`src/rtl/nand_seq_lu.sv`:
```
// nand_seq_lu: sequential multi-function bitwise logic unit.
//
// Captures operands r2/r3 and op on an accepted start, then produces the
// result K bits per cycle, least-significant slice first. r1 holds its
// value until the next accepted start.
//
// Ports:
//   clk    - clock, all state updates on the rising edge
//   reset  - synchronous active-high reset, aborts any operation
//   start  - request, sampled only while idle
//   op     - operation select (NAND/AND/OR/NOR/XOR/XNOR/NOT r2/pass r2)
//   r2, r3 - operands A and B
//   r1     - result register
//   busy   - high while slices are being computed
//   done   - one-cycle pulse, r1 complete while high
//   zero   - (LU_FLAGS_EN only) r1 == 0, updated on completion
//   parity - (LU_FLAGS_EN only) XOR-reduce of r1, updated on completion
//
// Optional feature macro: LU_FLAGS_EN adds the zero/parity flag outputs.
module nand_seq_lu #(
  parameter int N = 8,
  parameter int K = 2
) (
  input  logic         clk,
  input  logic         reset,
  input  logic         start,
  input  logic [2:0]   op,
  input  logic [N-1:0] r2,
  input  logic [N-1:0] r3,
  output logic [N-1:0] r1,
  output logic         busy,
  output logic         done
`ifdef LU_FLAGS_EN
  ,
  output logic         zero,
  output logic         parity
`endif
);

  localparam int BEATS = N / K;
  localparam int CNT_W = (BEATS > 1) ? $clog2(BEATS) : 1;
  localparam logic [CNT_W-1:0] LAST_BEAT = CNT_W'(BEATS - 1);

  typedef enum logic [1:0] {
    IDLE = 2'd0,
    RUN  = 2'd1,
    DONE = 2'd2
  } state_t;

  state_t           state;
  logic [CNT_W-1:0] cnt;
  logic [2:0]       op_q;
  logic [N-1:0]     a_q;
  logic [N-1:0]     b_q;
  logic [K-1:0]     slice_res;
  logic [N-1:0]     r1_nxt;

  function automatic logic [K-1:0] lu_op(input logic [2:0]   o,
                                         input logic [K-1:0] a,
                                         input logic [K-1:0] b);
    logic [K-1:0] y;
    case (o)
      3'b000:  y = ~(a & b);
      3'b001:  y = a & b;
      3'b010:  y = a | b;
      3'b011:  y = ~(a | b);
      3'b100:  y = a ^ b;
      3'b101:  y = ~(a ^ b);
      3'b110:  y = ~a;
      default: y = a;
    endcase
    return y;
  endfunction

  // r1 with the current beat's slice merged in; the flags are taken from
  // this so they include the last slice on the edge entering DONE.
  always_comb begin
    slice_res = lu_op(op_q, a_q[int'(cnt)*K +: K], b_q[int'(cnt)*K +: K]);
    r1_nxt = r1;
    r1_nxt[int'(cnt)*K +: K] = slice_res;
  end

  always_ff @(posedge clk) begin
    if (reset) begin
      state  <= IDLE;
      cnt    <= '0;
      op_q   <= '0;
      a_q    <= '0;
      b_q    <= '0;
      r1     <= '0;
      busy   <= 1'b0;
      done   <= 1'b0;
`ifdef LU_FLAGS_EN
      zero   <= 1'b0;
      parity <= 1'b0;
`endif
    end else begin
      case (state)
        IDLE: begin
          done <= 1'b0;
          if (start) begin
            op_q  <= op;
            a_q   <= r2;
            b_q   <= r3;
            r1    <= '0;
            cnt   <= '0;
            busy  <= 1'b1;
            state <= RUN;
          end
        end
        RUN: begin
          r1 <= r1_nxt;
          if (cnt == LAST_BEAT) begin
            busy   <= 1'b0;
            done   <= 1'b1;
            state  <= DONE;
`ifdef LU_FLAGS_EN
            zero   <= (r1_nxt == '0);
            parity <= ^r1_nxt;
`endif
          end else begin
            cnt <= cnt + 1'b1;
          end
        end
        DONE: begin
          done  <= 1'b0;
          state <= IDLE;
        end
        default: begin
          busy  <= 1'b0;
          done  <= 1'b0;
          state <= IDLE;
        end
      endcase
    end
  end

endmodule

```
`config.mk`:
```
export PLATFORM = sky130hd
export DESIGN_NAME = nand_seq_lu
export DESIGN_NICKNAME = d
export VERILOG_FILES = /design/src/rtl/nand_seq_lu.sv
export SDC_FILE = /design/constraint.sdc
export NUM_CORES = 1
export LEC_CHECK = 0
export CORE_MARGIN = 2
export CORE_UTILIZATION = 51
export CTS_CLUSTER_SIZE = 16
export DETAILED_ROUTE_END_ITERATION = 12
export GPL_TIMING_DRIVEN = 0
export PLACE_DENSITY = 0.82
export SLEW_MARGIN = 15
export SYNTH_ARGS = -nofsm -noshare
export SYNTH_HDL_FRONTEND = slang
export SYNTH_SLANG_ARGS = --single-unit
```
`constraint.sdc`:
```
create_clock -name clk -period 3.2 [get_ports clk]
set_input_delay 0.96 -clock clk [delete_from_list [all_inputs] [get_ports clk]]
set_output_delay 0.96 -clock clk [all_outputs]
set_load 0.02 [all_outputs]
```
==> summary.md <==
| Metric | Value |
|---|---|
| Initial Util | `53.8%` |
| Area of the multi-input gates | `885 sq um` |
| Syn-to-layout area delta | `25.9%` |
| Syn_nets | `235` |
| Number of CTS-inserted buffers | `5` |
| Num rows | `20` |
| WP data arrival | `2840 ps` |
| Initial antenna violation count | `0` |
| Final instance area | `2070 sq um` |
| Hold worst-path end | `r1[1]` |
| Leakage | `0.810 nW` |
| Placement Cell Area | `2000 sq um` |
| Syn Std Cell Area | `1640 sq um` |
| Worst-path cell chain | `buf_2 -> mux4_2 -> inv_1 -> ha_1 -> nand2_1 -> o21ai_0 -> xnor2_1 -> a2bb2oi_1 -> a22o_1` |
| Final setup fails | `0` |
| RSZ-0062 raised after global routing | `no` |
| First-pass GRT wire length | `5.57 mm` |
| Final Hold Fails | `0` |
| Number of synthesis warnings | `0` |
| #FFs+latches synth | `33` |
| CTS HTree Levels | `2` |
| Relative slew margins | `70.3%` |
| Share of cells above drive strength 1 | `9.09%` |
| Clock Latency Late Sink | `340 ps` |
| Critical path endpoint category | `register` |
| Io pins | `32` |
| DRC viols | `0` |
| Die Width | `60.8 microns` |
| Final WL | `3.16 mm` |
| Final TNS setup | `0 ps` |
| Largest fanout on the critical path | `10` |
| Post-Place Cells | `278` |
| Status | `completed` |
| First-pass DRT Iterations | `4` |
| CP top delay family | `compound AO/OA/AOI/OAI gates` |
| Final core utilization | `67.7%` |
| # fillers | `287` |
| Via Count | `1418` |
| Gr usage total | `20.2%` |
| FF-to-FF End | `r1[6]` |
| Worst path max stage delay | `540 ps` |
| Slowest CP cell | `mux4_2` |
| Number of diodes | `0` |
| Die Area | `3690 sq um` |
| Pre-CTS WS | `626 ps` |
| Slew Limit Fails | `0` |
| CTS tree | `yes` |
| Detail Placement HPWL | `2.40 mm` |
| Post-CTS setup buffer count | `0` |
| CTS resizes | `0` |
| Maximum clock path buffer count | `2` |
| Clk_skew | `8.39 ps` |
| WHS | `443 ps` |
| Syn Area/Cell | `8.05 sq um` |
| Worst R2R Start | `cnt[0]` |
| Total congestion overflow | `0` |
| Syn Inst Count | `204` |
| Pwr dens | `423 nW/um^2` |
| CTS Hold Bufs | `0` |
| R2r setup slk | `650 ps` |
| Worst-Margin Slew | `439 ps` |
| CP bufs+invs | `2` |
| Period utilization | `79.8%` |
| Via density | `4.96` |
| ANT nets after route | `0` |
| Post-synth EDFFs | `0` |
| Core ar. | `3050 sq um` |
| # port buffers | `30` |
| Die Height | `60.8 microns` |
| Crit Path Class | `reg -> reg` |
| Hold-critical path depth | `2` |
| Non-filler instance count after layout | `286` |
| Largest net degree at the start of global routing | `11` |
| Vias in the first global route | `1259` |
| Setup crit start kind | `register` |
| CP Data Required Time | `3480 ps` |
| Distinct cells, synth | `34` |
| Ys async rst share | `0%` |
| Max Cap Viol | `0` |
| Reg area | `661 sq um` |
| Clk Tree Root Cell | `clkbuf_4` |
| Worst Reg-to-Reg Cells | `9` |
| GP Congestion | `0.809` |
| CTS clk-pin slew, worst paths | `100 ps` |
| CTS Sinks | `33` |
| Net count, final | `272` |
| Final worst setup slack | `648 ps` |
| Peak VDD IR | `0.237 mV` |
| Critical path origin | `cnt[0]` |
| Final Critical Period | `2550 ps` |
| DR iter-0 viols | `44` |
| Maximum clock rate | `392 MHz` |
| WL per Instance | `11.0 microns` |
| Worst min-delay path class | `reg -> reg` |
| Sequential share of the synthesized area | `40.2%` |
| Hold_sp | `r1[1]` |
| Total power | `874 uW` |
| Ys flop type | `dfxtp_1` |
-- per-layer routing --
metal	track usage [%]	wire, microns
met5	0	0
met4	5.59	29
met3	7.04	122
met2	31.6	1460
met1	26.8	1550
-- cell usage after synthesis (2+ instances only) --
cell type | number | area (sq um)
a21oi_1 | 26 | 130
a22o_1 | 5 | 43.8
a2bb2oi_1 | 2 | 17.5
and4_1 | 2 | 17.5
buf_2 | 6 | 30.0
buf_4 | 2 | 15.0
clkbuf_1 | 6 | 22.5
dfxtp_1 | 33 | 661
ha_1 | 9 | 113
inv_1 | 8 | 30.0
mux2i_1 | 3 | 30.0
mux4_2 | 3 | 67.6
nand2_1 | 54 | 203
nand2b_1 | 2 | 12.5
nand4_1 | 2 | 12.5
nor2_1 | 13 | 48.8
nor2_2 | 2 | 12.5
o21ai_0 | 5 | 25.0
o21ai_1 | 3 | 15.0
xnor2_1 | 4 | 35.0
-- worst max path at each step --
stage | slack (ps) | cells after the start | end
3_3_place_gp | 650 | 9 | r1[6]
4_1_cts | 600 | 9 | r1[2]
6_report | 650 | 9 | r1[6]
3_5_place_dp | 630 | 9 | r1[2]
2_1_floorplan | 950 | 9 | r1[0]
5_1_grt | 430 | 9 | r1[2]
-- final cells by class --
| cell class | count | share of cell area (%) |
|---|---|---|
| buffer | 14 | 3.27 |
| clock buffer | 7 | 3.15 |
| clock inverter | 1 | 0.242 |
| inverter | 8 | 1.45 |
| multi-input combinational | 149 | 42.8 |
| sequential | 33 | 31.9 |
| tap | 44 | 2.66 |
| timing repair buffer | 30 | 14.5 |
-- where the power goes --
| part | switching, mW | internal [mW] | leakage [nW] | total, mW |
|---|---|---|---|---|
| clock network | 0.142 | 0.127 | 0.0413 | 0.270 |
| registers | 0.0109 | 0.431 | 0.270 | 0.442 |
| logic | 0.0845 | 0.0785 | 0.499 | 0.163 |
-- state kept, by name (all words and copies together), names as in the netlist --
name   flops
a_q        8
b_q        8
busy       1
cnt        2
done       1
op_q       3
r1         8
state      2
-- cells by family after synthesis --
kind of cell    count (synthesis)  share of synthesized area, %
buf+inv                        22                          5.94
mux                             7                          6.63
flops                          33                          40.2
simple gates                   82                          21.3
fa+ha+maj                       9                          6.85
xor+xnor                        5                          2.67
compound gates                 46                          16.4
-- cells in the final DEF, fill, tap and decap left out, drive strengths merged, types with 4 or more instances in the layout --
cell / count
clkbuf: 13
xnor2: 4
a21oi: 26
inv: 8
ha: 9
nand2: 54
nor2: 15
o21ai: 8
dfxtp: 33
buf: 8
clkdlybuf4s50: 30
a22o: 5
-- tightest hold or removal path, delay by kind of cell, from the launching register on --
kind             cells  cell delay, ps
and+or+nand+nor      2              90
DFF                  1             320
(Power assumes the default switching activity.)
